### src/rtl/timer_pkg.sv
// Shared definitions for the machine timer and its neighbours on the
// data-memory bus.
//   - mem_mode encodings (funct3 of loads/stores), shared with data_mem
//   - register offsets inside the 32-byte timer window
//   - ctrl_t: packed layout of the CTRL register as it is read back
package timer_pkg;

  // Access size/sign encodings, funct3 of the load/store instruction.
  localparam logic [2:0] MODE_B  = 3'b000;
  localparam logic [2:0] MODE_H  = 3'b001;
  localparam logic [2:0] MODE_W  = 3'b010;
  localparam logic [2:0] MODE_BU = 3'b100;
  localparam logic [2:0] MODE_HU = 3'b101;

  // Register offsets (addr[4:0]).
  localparam logic [4:0] OFF_MTIME_LO    = 5'h00;
  localparam logic [4:0] OFF_MTIME_HI    = 5'h04;
  localparam logic [4:0] OFF_MTIMECMP_LO = 5'h08;
  localparam logic [4:0] OFF_MTIMECMP_HI = 5'h0C;
  localparam logic [4:0] OFF_CTRL        = 5'h10;
  localparam logic [4:0] OFF_STATUS      = 5'h14;
  // Highest implemented offset; 0x18/0x1C are reserved.
  localparam logic [4:0] OFF_LAST        = OFF_STATUS;

  // Widest prescaler that fits in CTRL[31:8].
  localparam int CTRL_PRESC_MAX_W = 24;

  // CTRL as seen on the bus. The presc field is always the full 24 bits;
  // bits above the configured prescaler width are held at zero so the
  // struct can be read back verbatim.
  typedef struct packed {
    logic [CTRL_PRESC_MAX_W-1:0] presc;
    logic [5:0]                  rsvd;
    logic                        ie;
    logic                        en;
  } ctrl_t;

endpackage

### src/rtl/timer_periph_if.sv
// Load/store bus between the core's memory stage (master) and a
// memory-mapped responder such as the timer (slave).
//   rd_en/wr_en/addr/wdata/mem_mode : request from the memory stage
//   hit     : combinational address-window match from the responder
//   rdata   : combinational read data from the responder
//   acc_err : registered one-cycle illegal-access pulse from the responder
interface timer_periph_if;
  logic        rd_en;
  logic        wr_en;
  logic [31:0] addr;
  logic [31:0] wdata;
  logic [2:0]  mem_mode;
  logic        hit;
  logic [31:0] rdata;
  logic        acc_err;

  modport master (
    output rd_en, wr_en, addr, wdata, mem_mode,
    input  hit, rdata, acc_err
  );

  modport slave (
    input  rd_en, wr_en, addr, wdata, mem_mode,
    output hit, rdata, acc_err
  );
endinterface

### src/rtl/timer_prescaler.sv
// Prescaler for the machine timer: divides clk by (presc+1) while enabled.
//   clk, rst : clock, synchronous active-high reset
//   en       : count enable; when low the count is held
//   presc    : divide value; 0 means a tick every cycle
//   clear    : restart the count at zero (CTRL was written)
//   tick     : one-cycle pulse, mtime increments on it
module timer_prescaler #(
  parameter int PRESC_W = 8
) (
  input  logic               clk,
  input  logic               rst,
  input  logic               en,
  input  logic [PRESC_W-1:0] presc,
  input  logic               clear,
  output logic               tick
);

  logic [PRESC_W-1:0] presc_cnt_q;
  logic [PRESC_W-1:0] presc_cnt_d;

  // The tick is judged on the pre-edge count and settings, so a CTRL write
  // in a ticking cycle still lets that tick through; the count restarts.
  assign tick = en && (presc_cnt_q == presc);

  always_comb begin
    presc_cnt_d = presc_cnt_q;
    if (clear) begin
      presc_cnt_d = '0;
    end else if (en) begin
      presc_cnt_d = tick ? '0 : presc_cnt_q + 1'b1;
    end
  end

  always_ff @(posedge clk) begin
    if (rst) begin
      presc_cnt_q <= '0;
    end else begin
      presc_cnt_q <= presc_cnt_d;
    end
  end

endmodule

### src/rtl/timer_periph.sv
// Memory-mapped machine timer on the data-memory load/store bus.
// 64-bit prescaled mtime, 64-bit mtimecmp, CTRL/STATUS, and a registered
// timer interrupt for the CSR unit.
//   clk, rst : clock, synchronous active-high reset
//   bus      : slave end of the load/store bus (request in; hit, rdata,
//              acc_err out)
//   t_intr   : registered ie & (mtime >= mtimecmp)
module timer_periph
  import timer_pkg::*;
#(
  parameter logic [31:0] BASE_ADDR = 32'h8000_0000,
  parameter int          PRESC_W   = 8
) (
  input  logic           clk,
  input  logic           rst,
  timer_periph_if.slave  bus,
  output logic           t_intr
);

  localparam logic [CTRL_PRESC_MAX_W-1:0] PRESC_MASK =
    (CTRL_PRESC_MAX_W'(1) << PRESC_W) - CTRL_PRESC_MAX_W'(1);

  logic [63:0] mtime_q,     mtime_d;
  logic [63:0] mtimecmp_q,  mtimecmp_d;
  ctrl_t       ctrl_q,      ctrl_d;
  logic [31:0] shadow_hi_q, shadow_hi_d;
  logic        ovf_q,       ovf_d;
  logic        t_intr_q,    t_intr_d;
  logic        acc_err_q,   acc_err_d;

  logic [4:0]  offset;
  logic        access;
  logic        legal;
  logic        rd_ok;
  logic        wr_ok;
  logic        pend;
  logic        tick;
  logic        ctrl_wr;
  logic [31:0] rdata_c;

  assign offset  = bus.addr[4:0];
  assign bus.hit = (bus.addr[31:5] == BASE_ADDR[31:5]);
  assign access  = bus.hit && (bus.rd_en || bus.wr_en);
  assign legal   = access && (bus.mem_mode == MODE_W) &&
                   (bus.addr[1:0] == 2'b00) && (offset <= OFF_LAST);
  assign rd_ok   = legal && bus.rd_en;
  assign wr_ok   = legal && bus.wr_en;
  assign pend    = (mtime_q >= mtimecmp_q);
  assign ctrl_wr = wr_ok && (offset == OFF_CTRL);

  timer_prescaler #(
    .PRESC_W (PRESC_W)
  ) u_prescaler (
    .clk   (clk),
    .rst   (rst),
    .en    (ctrl_q.en),
    .presc (ctrl_q.presc[PRESC_W-1:0]),
    .clear (ctrl_wr),
    .tick  (tick)
  );

  // Read mux: pre-edge values, so a simultaneous write shows the old value.
  always_comb begin
    rdata_c = '0;
    if (rd_ok) begin
      unique case (offset)
        OFF_MTIME_LO:    rdata_c = mtime_q[31:0];
        OFF_MTIME_HI:    rdata_c = shadow_hi_q;
        OFF_MTIMECMP_LO: rdata_c = mtimecmp_q[31:0];
        OFF_MTIMECMP_HI: rdata_c = mtimecmp_q[63:32];
        OFF_CTRL:        rdata_c = ctrl_q;
        OFF_STATUS:      rdata_c = {30'd0, ovf_q, pend};
        default:         rdata_c = '0;
      endcase
    end
  end

  assign bus.rdata   = rdata_c;
  assign bus.acc_err = acc_err_q;
  assign t_intr      = t_intr_q;

  always_comb begin
    logic time_wr;
    logic ovf_set;

    mtime_d     = mtime_q;
    mtimecmp_d  = mtimecmp_q;
    ctrl_d      = ctrl_q;
    shadow_hi_d = shadow_hi_q;
    ovf_d       = ovf_q;
    time_wr     = 1'b0;
    ovf_set     = 1'b0;

    acc_err_d = access && !legal;
    t_intr_d  = ctrl_q.ie && pend;

    // Latch the upper half with the lower so a LO-then-HI read pair is
    // coherent across a carry.
    if (rd_ok && (offset == OFF_MTIME_LO)) begin
      shadow_hi_d = mtime_q[63:32];
    end

    if (wr_ok) begin
      unique case (offset)
        OFF_MTIME_LO: begin
          mtime_d[31:0] = bus.wdata;
          time_wr       = 1'b1;
        end
        OFF_MTIME_HI: begin
          mtime_d[63:32] = bus.wdata;
          time_wr        = 1'b1;
        end
        OFF_MTIMECMP_LO: mtimecmp_d[31:0]  = bus.wdata;
        OFF_MTIMECMP_HI: mtimecmp_d[63:32] = bus.wdata;
        OFF_CTRL: begin
          ctrl_d.presc = bus.wdata[31:8] & PRESC_MASK;
          ctrl_d.rsvd  = '0;
          ctrl_d.ie    = bus.wdata[1];
          ctrl_d.en    = bus.wdata[0];
        end
        OFF_STATUS: begin
          if (bus.wdata[1]) begin
            ovf_d = 1'b0;
          end
        end
        default: ;
      endcase
    end

    // A software write to either half of mtime swallows that cycle's tick.
    if (tick && !time_wr) begin
      mtime_d = mtime_q + 64'd1;
      ovf_set = (mtime_q == '1);
    end

    // A wrap in the same cycle as a W1C keeps the flag set.
    if (ovf_set) begin
      ovf_d = 1'b1;
    end
  end

  always_ff @(posedge clk) begin
    if (rst) begin
      mtime_q     <= '0;
      mtimecmp_q  <= '1;
      ctrl_q      <= '0;
      shadow_hi_q <= '0;
      ovf_q       <= 1'b0;
      t_intr_q    <= 1'b0;
      acc_err_q   <= 1'b0;
    end else begin
      mtime_q     <= mtime_d;
      mtimecmp_q  <= mtimecmp_d;
      ctrl_q      <= ctrl_d;
      shadow_hi_q <= shadow_hi_d;
      ovf_q       <= ovf_d;
      t_intr_q    <= t_intr_d;
      acc_err_q   <= acc_err_d;
    end
  end

endmodule

### src/flat_wrapper.sv
// flat-port wrapper written by rule: the top's interface ports become plain ports
module timer_periph_flat import timer_pkg::*;
#(
  parameter logic [31:0] BASE_ADDR = 32'h8000_0000,
  parameter int          PRESC_W   = 8
)
  (clk, rst, t_intr, bus_rd_en, bus_wr_en, bus_addr, bus_wdata, bus_mem_mode, bus_hit, bus_rdata, bus_acc_err);
  timer_periph_if bus_i ();
  input  logic clk;
  input  logic rst;
  output logic t_intr;
  input wire logic [$bits(bus_i.rd_en)-1:0] bus_rd_en;
  input wire logic [$bits(bus_i.wr_en)-1:0] bus_wr_en;
  input wire logic [$bits(bus_i.addr)-1:0] bus_addr;
  input wire logic [$bits(bus_i.wdata)-1:0] bus_wdata;
  input wire logic [$bits(bus_i.mem_mode)-1:0] bus_mem_mode;
  output wire logic [$bits(bus_i.hit)-1:0] bus_hit;
  output wire logic [$bits(bus_i.rdata)-1:0] bus_rdata;
  output wire logic [$bits(bus_i.acc_err)-1:0] bus_acc_err;
  assign bus_i.rd_en = bus_rd_en;
  assign bus_i.wr_en = bus_wr_en;
  assign bus_i.addr = bus_addr;
  assign bus_i.wdata = bus_wdata;
  assign bus_i.mem_mode = bus_mem_mode;
  assign bus_hit = bus_i.hit;
  assign bus_rdata = bus_i.rdata;
  assign bus_acc_err = bus_i.acc_err;
  timer_periph #(.BASE_ADDR(BASE_ADDR), .PRESC_W(PRESC_W)) u_core (.clk(clk), .rst(rst), .bus(bus_i), .t_intr(t_intr));
endmodule
### config.mk
export PLATFORM = sky130hd
export DESIGN_NAME = timer_periph_flat
export DESIGN_NICKNAME = d
export VERILOG_FILES = /design/src/rtl/timer_pkg.sv /design/src/rtl/timer_periph_if.sv /design/src/rtl/timer_prescaler.sv /design/src/rtl/timer_periph.sv /design/src/flat_wrapper.sv
export SDC_FILE = /design/constraint.sdc
export NUM_CORES = 1
export LEC_CHECK = 0
export BUFFER_PORTS_ARGS = -buffer_cell sky130_fd_sc_hd__buf_2
export CORE_MARGIN = 2
export CORE_UTILIZATION = 55
export CTS_BUF_LIST = sky130_fd_sc_hd__clkbuf_8
export DETAILED_ROUTE_END_ITERATION = 6
export PLACE_DENSITY_LB_ADDON = 0.15
export SLEW_MARGIN = 20
export SYNTH_ARGS = -nofsm -noshare
export SYNTH_HDL_FRONTEND = slang
export SYNTH_HIERARCHICAL = 1
export SYNTH_SLANG_ARGS = --single-unit
### constraint.sdc
create_clock -name clk -period 6.7 [get_ports clk]
set_input_delay 0.67 -clock clk [delete_from_list [all_inputs] [get_ports clk]]
set_output_delay 0.67 -clock clk [all_outputs]
set_load 0.01 [all_outputs]
==> results of run 1 <==
==> flip-flops by register name, summed over array words and instances, names as in the netlist <==
name / count
u_core/mtime_q: 64
u_core/mtimecmp_q: 64
u_core/shadow_hi_q: 32
u_core/ctrl_q: 10
u_core/u_prescaler/presc_cnt_q: 8
u_core/bus.acc_err: 1
u_core/ovf_q: 1
u_core/t_intr: 1
==> path summary, 6_finish.rpt <==
kind	start	to	slack [ns]
setup reg to reg	u_core/u_prescaler/presc_cnt_q[2]	u_core/mtime_q[59]	3.25
setup / recovery	u_core/mtime_q[33]	bus_rdata[0]	2.69
hold / removal	bus_wdata[4]	u_core/mtimecmp_q[36]	0.45
hold reg to reg	u_core/shadow_hi_q[18]	u_core/shadow_hi_q[18]	0.50
==> cell type report <==
class / count / area (µm²) / area share
Multi-Input combinational cell: 955 / 6690 / 0.557
Sequential cell: 181 / 3620 / 0.302
Timing Repair Buffer: 121 / 658 / 0.0548
Tap cell: 265 / 332 / 0.0276
Inverter: 79 / 297 / 0.0247
Clock buffer: 18 / 248 / 0.0206
Clock inverter: 14 / 163 / 0.0135
==> logic make-up (layout without fill, tap and decap cells) <==
group | count (synthesis) | in the layout | share of synthesized area
buffers and inverters | 158 | 232 | 0.0590
AND/OR/NAND/NOR | 467 | 467 | 0.220
adder cells (fa/ha/maj) | 66 | 66 | 0.0755
multiplexers | 111 | 111 | 0.102
XOR/XNOR | 44 | 44 | 0.0353
flip-flops | 181 | 181 | 0.332
AO/OA/AOI/OAI | 267 | 267 | 0.177
==> worst max-delay path, cell delays in order (launching register included) <==
cell and delay (ns):
dfxtp_1 0.50, ha_1 0.30, a21oi_1 0.12, o21ai_0 0.22, a221oi_1 0.40, nand3_1 0.13, o41ai_1 0.79, a211oi_1 0.23
buf_2 0.20
==> through the flow <==
stage                     hold slack (ns)  area, µm²   util  cells
final                               0.446      12000  0.617   1633
after global routing                0.441      12000  0.617   1633
after CTS                           0.415      12000  0.616   1632
after detailed placement            0.481      11600  0.595   1600
after global placement              0.474      11600  0.595   1600
after floorplan                     0.436      10900      -   1294
==> power by group <==
group / internal [mW] / total (mW) / switching, mW
Combinational: 0.0330 / 0.0989 / 0.0659
Sequential: 1.07 / 1.07 / 0.0000000000191
Clock: 0.353 / 0.788 / 0.435
Total: 1.46 / 1.96 / 0.501
==> per-layer routing <==
layer,vias up,global-route usage
met5,-,0
li1,4845,-
met3,41,0.0619
met1,4898,0.430
met2,444,0.468
met4,0,0.0767
==> cell usage in the layout (no fill, tap or decap), types with 5 or more instances in the layout <==
master | netlist | final
or4_1 | 14 | 13
nor4_1 | 12 | 12
nor2_1 | 163 | 163
o21ai_0 | 12 | 12
a21oi_1 | 45 | 45
dfxtp_1 | 181 | 181
xor2_1 | 26 | 26
nand3_1 | 33 | 33
buf_4 | 5 | 17
a211oi_1 | 26 | 26
nand4_1 | 35 | 35
a2111oi_0 | 8 | 8
and4_1 | 13 | 13
nor3_4 | 4 | 6
or3_1 | 14 | 14
o22a_1 | 22 | 22
inv_1 | 79 | 79
a22oi_1 | 5 | 5
clkbuf_8 | 0 | 18
nand2_1 | 104 | 104
a211o_1 | 32 | 32
o211ai_1 | 48 | 48
xnor2_1 | 18 | 18
a31oi_1 | 26 | 26
and3_1 | 10 | 10
nor4b_1 | 6 | 6
buf_2 | 20 | 103
o31ai_1 | 7 | 7
ha_1 | 66 | 66
a21o_1 | 6 | 6
and2_1 | 13 | 13
mux2i_1 | 109 | 109
o22ai_1 | 9 | 9
inv_6 | 0 | 8
nor3_1 | 22 | 21
==> results_dict.tcl, run 1 <==
set metrics [dict create \
    core_area_um2 19500 \
    die_height_um 145 \
    die_area_um2 21000 \
    synth.distinct_cells 65 \
    power.leakage_nw 5.10 \
    synthesis.area_um2 10900 \
    dp_hpwl_um 22200 \
    syn-num-nets 1431 \
    synth_seq_area_share 0.332 \
    clk-insertion-delay-late_ns 0.47 \
    wire_per_inst_um 19.6 \
    yosysWarnings 6 \
    hold_viol_final 0 \
    final.setup.tns_ns 0 \
    cts_sinks 181 \
    final.period_utilization 0.598 \
    worstMarginPinSlew_ns 1.09 \
    insertedDiodeCount 0 \
    status "complete, no violations" \
    fin_crit_ns 4.01 \
    drv_cap 0 \
    io_pins 106 \
    dr_wl_met2_um 14000 \
    synth_most_common_cell "dfxtp_1" \
    power_density_nw_per_um2 163 \
    place_congestion 0.891 \
    setup_viol 0 \
    setup_ws_ns 2.69 \
    track_usage 0.302 \
    numPortBuffers 105 \
    ys_ff_latch 181 \
    drt-pass1-iter-count 5 \
    postSynthCellCount 1294 \
    drive_above_1_share 0.132 \
    met3_length_um 2790 \
    grt_pass1_wl_um 51100 \
    max_freq_ghz 0.249 \
    critical_path_class "flip-flop to output pin" \
    cp_max_fo 8 \
    hold_depth 2 \
    drv_slew 0 \
    dp_slack_ns 2.83 \
    start_util 0.562 \
    nets 1492 \
    synth_common_cells "dfxtp_1 (181), nor2_1 (163), mux2i_1 (109), nand2_1 (104), inv_1 (79)" \
    htreeDepth 4 \
    start_kind "flip-flop" \
    async_flop_share 0 \
    cts_buffers 17 \
    clock_path_buffers 2 \
    synth.avg_cell_area_um2 8.45 \
    drt_wl_total_um 32000 \
    drc_errors 0 \
    cp_data_required_time_ns 6.03 \
    grt_max_degree 83 \
    std_cell_rows 51 \
    grt_overflow 0 \
    synth_top_area_share 0.332 \
    antenna_left 0 \
    cp-end-kind "output pin" \
    nFillCells 1742 \
    ir_drop_mv 0.131 \
    antenna_found_initial 0 \
    drt_iter0_markers 961 \
    r2r_cells 8 \
    cts_setup_buffers 0 \
    power_mw 1.96 \
    synthFlopType "dfxtp_1" \
    clock_skew_ns 0.0158 \
    die_w_um 145 \
    max_slew_margin 0.268 \
    hold_path.class "primary input to flip-flop" \
    avgViaCountPerCell 6.26 \
    cts_resized 0 \
    grt_pass1_vias 9424 \
    worstPathArrival_ns 3.34 \
    cts_hold_buf 0 \
    rsz0062_at_grt "no" \
    vias 10200 \
    cts.clk_slew.worst_paths_ns 0.11 \
    synth_edf_count 0 \
    syn_to_final_growth_pct 9.87 \
    drt-met1-wl_um 14700 \
    cts_root_buffer "clkbuf_8" \
    top_layer "met4" \
    synthTopCellsByArea "dfxtp_1 (33%), mux2i_1 (10%), ha_1 (7.6%)" \
    synth_top_cell_by_area "dfxtp_1" \
    cts_tree "done" \
]
No activity file was read; power rests on OpenSTA's default activity.
==> run 2, diff against run 1 <==
ABC_AREA = 1   (was default)
clock period = 4.17 ns   (was 6.7 ns; I/O delays follow)
==> results_dict.tcl, run 2 <==
set metrics [dict create \
    ir_drop_mv 0.161 \
    synth_edf_count 0 \
    cp_common_cell "nand2_1" \
    die_area_um2 24100 \
    final_cells 2369 \
    drt_wl_total_um 46900 \
    final.period_utilization 0.823 \
    layout_common_cells "nand2_1 (483), nor2_1 (274), inv_1 (229)" \
    htreeDepth 4 \
    power_density_nw_per_um2 233 \
    synth_top_cell_by_area "dfxtp_1" \
    dp_cells 2337 \
    ys_ff_latch 181 \
    insertedDiodeCount 0 \
    synth.avg_cell_area_um2 6.24 \
    cts_setup_buffers 0 \
    syn-num-nets 2152 \
    synthSimpleGateAreaFrac 0.342 \
    synth_most_common_cell "nand2_1" \
    layout_commonest_cell "nand2_1" \
    postSynthCellCount 2015 \
    antenna_found_initial 0 \
    core_area_um2 22600 \
    fin_crit_ns 3.43 \
    crit_family "simple AND/OR/NAND/NOR gates" \
    worstPathCellList "ha_1, nand2_1, nor2_1, nand3_1, nor2_1, nand2_1, nand2_1, nor2_1, nand2_1, nand2_1, nand2_1, nand2_1, a21oi_1, buf_2" \
    synthAdderAreaFrac 0.0657 \
    nFillCells 2260 \
    async_flop_share 0 \
    grt_overflow 0 \
    drv_slew 0 \
    start_util 0.557 \
    cts_buffers 17 \
    r2r_slack_ns 1.47 \
    critPathBufInv 1 \
    start_kind "flip-flop" \
    avgViaCountPerCell 5.91 \
    setup_ws_ns 0.737 \
    synth_seq_area_share 0.288 \
    synth.distinct_cells 48 \
    synth_common_cells "nand2_1 (483), nor2_1 (277), inv_1 (230), dfxtp_1 (181), nand3_1 (173)" \
    numPortBuffers 105 \
    worstMarginPinSlew_ns 0.974 \
    rsz0062_at_grt "no" \
    std_cell_rows 55 \
    nets 2208 \
    antenna_left 0 \
    yosysWarnings 6 \
    synthMuxAreaShare 0 \
    cts_root_buffer "clkbuf_8" \
    endpoint "bus_rdata[0]" \
    worstPathArrival_ns 3.02 \
    worst-path-stages 14 \
    cts_hold_buf 0 \
    track_usage 0.388 \
    hold_path.class "primary input to flip-flop" \
    synthesis.area_um2 12600 \
    synth_top_family_by_area "simple AND/OR/NAND/NOR gates" \
    clock_path_buffers 2 \
    final_area_um2 13700 \
    drv_cap 0 \
    place_congestion 1.05 \
    setup_viol 0 \
    synthFlopType "dfxtp_1" \
    dp_slack_ns 1.28 \
    vias 14000 \
    power_mw 3.20 \
    reg2reg_to "u_core/mtime_q[31]" \
    startpoint "u_core/mtime_q[14]" \
    wire_per_inst_um 19.8 \
    clock_skew_ns 0.0231 \
    cts.clk_slew.worst_paths_ns 0.11 \
    synth_compound_area_frac 0.174 \
    die_w_um 155 \
    grt_pass1_wl_um 72400 \
    reg2reg_from "u_core/u_prescaler/presc_cnt_q[0]" \
    violations "design-rule violations" \
    status "finished with violations" \
    reg.largest.list "u_core/mtime_q x64, u_core/mtimecmp_q x64, u_core/shadow_hi_q x32" \
    critical_path_class "flip-flop to output pin" \
    cp_max_fo 6 \
    cts_sinks 181 \
    hold_viol_final 0 \
    final.setup.tns_ns 0 \
    die_height_um 155 \
    drt-pass1-iter-count 7 \
    drt_iter0_markers 1699 \
    r2r_cells 11 \
    cp_data_required_time_ns 3.75 \
    grt_max_degree 87 \
    io_pins 106 \
    synthTopCellsByArea "dfxtp_1 (29%), nand2_1 (14%), nor2_1 (8.3%)" \
    cp-end-kind "output pin" \
    drc_errors 5 \
    place_area_um2 13300 \
    synth_top_area_share 0.288 \
    crit_path_max_incr_delay_ns 0.42 \
    clk-insertion-delay-late_ns 0.49 \
    syn_to_final_growth_pct 9.07 \
    cts_tree "done" \
    dp_hpwl_um 35400 \
    fin_util 0.607 \
    cp_slowest_cell "dfxtp_1" \
    synth_xor_area_frac 0.0251 \
    power.leakage_nw 6.71 \
    cts_resized 0 \
    max_slew_margin 0.350 \
    max_freq_ghz 0.291 \
    drive_above_1_share 0.100 \
    grt_pass1_vias 12900 \
    holdWs_ns 0.246 \
]
==> run 2: routing by layer <==
| layer | global-route usage | wire (µm) | vias up |
|---|---|---|---|
| li1 | - | - | 6725 |
| met1 | 0.561 | 20200 | 6379 |
| met2 | 0.582 | 19800 | 799 |
| met3 | 0.0674 | 5210 | 97 |
| met4 | 0.138 | 1600 | 0 |
| met5 | 0 | 0 | - |
==> run 2: cells by family (layout without fill, tap and decap cells) <==
| kind of cell | count (synthesis) | in the layout |
|---|---|---|
| simple gates | 1019 | 1019 |
| compound gates | 377 | 377 |
| buf+inv | 336 | 405 |
| flops | 181 | 181 |
| fa+ha+maj | 66 | 66 |
| xor+xnor | 36 | 36 |
==> run 2: how the worst min path moves through the flow <==
stage	start	end	slack, ns	cells after the start
2_1_floorplan	u_core/ctrl_q[1]	u_core/t_intr	0.43	2
3_3_place_gp	u_core/shadow_hi_q[0]	u_core/shadow_hi_q[0]	0.44	2
3_5_place_dp	u_core/shadow_hi_q[0]	u_core/shadow_hi_q[0]	0.45	2
4_1_cts	bus_wdata[25]	u_core/mtime_q[57]	0.23	5
5_1_grt	bus_wdata[22]	u_core/mtimecmp_q[54]	0.23	3
6_report	bus_wdata[25]	u_core/mtime_q[57]	0.25	5
==> run 2: layout make-up <==
| class | count | area, µm² | area share |
|---|---|---|---|
| multi-input combinational | 1498 | 7660 | 0.559 |
| sequential | 181 | 3620 | 0.264 |
| inverter | 242 | 911 | 0.0664 |
| timing repair buffer | 131 | 746 | 0.0544 |
| tap | 285 | 357 | 0.0260 |
| clock buffer | 17 | 234 | 0.0171 |
| clock inverter | 15 | 180 | 0.0131 |
==> run 2: worst reg2reg max path, stage by stage (launching register included) <==
cell	delay, ns
dfxtp_1	0.41
inv_1	0.11
nand2_1	0.08
and2_1	0.14
nand4_1	0.09
nor4_2	0.39
nand2_1	0.11
nand2_1	0.63
buf_4	0.41
nand3_1	0.13
inv_1	0.07
nor2_1	0.03
==> run 2: where the power goes <==
group          leakage, nW    switching, mW  internal (mW)
logic                 5.04            0.121         0.0501
clock network        0.204            0.787          0.512
registers             1.46  0.0000000000253           1.73
total                 6.71            0.908           2.29
==> run 3, diff against run 2 <==
clock period = 3.4 ns   (was 4.17 ns; I/O delays follow)
==> results_dict.tcl, run 3 (same netlist as run 2, synthesis figures left out) <==
set metrics [dict create \
    syn_to_final_growth_pct 9.85 \
    hold_viol_final 0 \
    grt_pass1_vias 12800 \
    grt_max_degree 82 \
    die_height_um 155 \
    max_freq_ghz 0.311 \
    power.leakage_nw 6.78 \
    drv_slew 0 \
    grt_overflow 0 \
    start_util 0.557 \
    cts_setup_buffers 0 \
    htreeDepth 4 \
    drv_cap 0 \
    rsz0062_at_grt "no" \
    layout_commonest_cell "nand2_1" \
    reg2reg_from "u_core/u_prescaler/presc_cnt_q[0]" \
    cts.clk_slew.worst_paths_ns 0.12 \
    drt_wl_total_um 47400 \
    worstMarginPinSlew_ns 0.773 \
    worstPathArrival_ns 2.87 \
    fin_util 0.612 \
    final.period_utilization 0.945 \
    status "complete, no violations" \
    clock_path_buffers 2 \
    grt.busiest_layer "met2" \
    antenna_found_initial 0 \
    cp-end-kind "output pin" \
    avgViaCountPerCell 5.94 \
    use_met3 0.105 \
    core_area_um2 22600 \
    insertedDiodeCount 0 \
    reg2reg_to "u_core/mtime_q[27]" \
    critical_path_class "flip-flop to output pin" \
    cp_data_required_time_ns 3.06 \
    cp_max_fo 6 \
    std_cell_rows 55 \
    fin_crit_ns 3.21 \
    drc_errors 0 \
    hold_path.class "primary input to flip-flop" \
    wire_per_inst_um 19.9 \
    drive_above_1_share 0.107 \
    startpoint "u_core/mtime_q[31]" \
    drt_iter0_markers 1948 \
    clock_skew_ns 0.0218 \
    cts_resized 0 \
    cts_sinks 181 \
    place_congestion 1.06 \
    nFillCells 2290 \
    ir_drop_mv 0.204 \
    reg.largest.list "u_core/mtime_q x64, u_core/mtimecmp_q x64, u_core/shadow_hi_q x32" \
    nets 2224 \
    die_area_um2 24100 \
    cts_hold_buf 0 \
    vias 14200 \
    power_density_nw_per_um2 279 \
    die_w_um 155 \
    io_pins 106 \
    r2r_cells 12 \
    cts_root_buffer "clkbuf_8" \
    final.setup.tns_ns 0 \
    start_kind "flip-flop" \
    track_usage 0.390 \
    dp_hpwl_um 36200 \
    multi_input_area_um2 7660 \
    numPortBuffers 105 \
    endpoint "bus_rdata[0]" \
    max_slew_margin 0.481 \
    drt-pass1-iter-count 5 \
    use_met2 0.586 \
    clk-insertion-delay-late_ns 0.48 \
    cts_buffers 17 \
    r2r_slack_ns 0.60 \
    met1_usage 0.548 \
    cts_tree "done" \
    setup_viol 0 \
    grt_pass1_wl_um 72500 \
    antenna_left 0 \
    seq_area_um2 3620 \
    layout_common_cells "nand2_1 (483), nor2_1 (274), inv_1 (229)" \
]
[run 3: cell count changes in the layout (fill, tap and decap cells not counted)]
cell / previous run / this run
inv_8: 6 / 4
clkinv_2: 0 / 1
inv_6: 2 / 4
clkinv_8: 2 / 3
buf_4: 24 / 40
clkinvlp_4: 2 / 1
bufinv_16: 1 / 0
[run 3: per-layer routing]
layer	share of wire	wire length, µm
met3	0.12	5870
met2	0.42	20100
met5	0	0
met1	0.43	20300
met4	0.024	1140
[run 3: worst max-delay path, stage by stage (launching register included)]
cell     delay (ns)
dfxtp_1        0.61
ha_1           0.23
nand2_1        0.09
inv_1          0.09
nand4_1        0.15
nor2_1         0.31
nand2_1        0.09
nand2_1        0.08
nor2_1         0.04
nand2_1        0.08
nand2_1        0.05
nand2_1        0.08
nand2_1        0.05
a21oi_1        0.24
buf_2          0.20
[run 3: final cells by class]
cell class	count	share of cell area
repair buffers	147	0.0627
flip-flops and latches	181	0.262
clock inverters	15	0.0115
well taps	285	0.0258
clock buffers	17	0.0169
inverters	242	0.0660
multi-input cells	1498	0.555
[run 3: worst min-delay path by stage]
| stage | startpoint | depth (start not counted) | slack (ns) | endpoint |
|---|---|---|---|---|
| after CTS | bus_wdata[26] | 5 | 0.15 | u_core/mtime_q[58] |
| after global routing | bus_wdata[22] | 3 | 0.17 | u_core/mtimecmp_q[22] |
| final | bus_wdata[26] | 5 | 0.17 | u_core/mtime_q[58] |
| after floorplan | u_core/ctrl_q[1] | 2 | 0.43 | u_core/t_intr |
| after global placement | u_core/shadow_hi_q[0] | 2 | 0.45 | u_core/shadow_hi_q[0] |
| after detailed placement | u_core/shadow_hi_q[0] | 2 | 0.46 | u_core/shadow_hi_q[0] |
[run 3: per-stage QoR]
stage	hold slack (ns)	setup WS (ns)	std cells	instance area [µm²]	power (mW)
floorplan	0.427	1.34	2015	12600	2.26
global placement	0.454	0.743	2353	13400	2.37
detailed placement	0.459	0.712	2353	13400	2.37
CTS	0.146	0.249	2385	13800	3.86
global route	0.166	0.0349	2385	13800	3.96
finish	0.168	0.187	2385	13800	3.85
[run 3: report_power, final]
group / switching [mW] / total (mW) / internal [mW] / leakage [nW]
clock: 0.970 / 1.52 / 0.554 / 0.198
combinational: 0.146 / 0.209 / 0.0623 / 5.12
sequential: 0.0000000000344 / 2.12 / 2.12 / 1.46
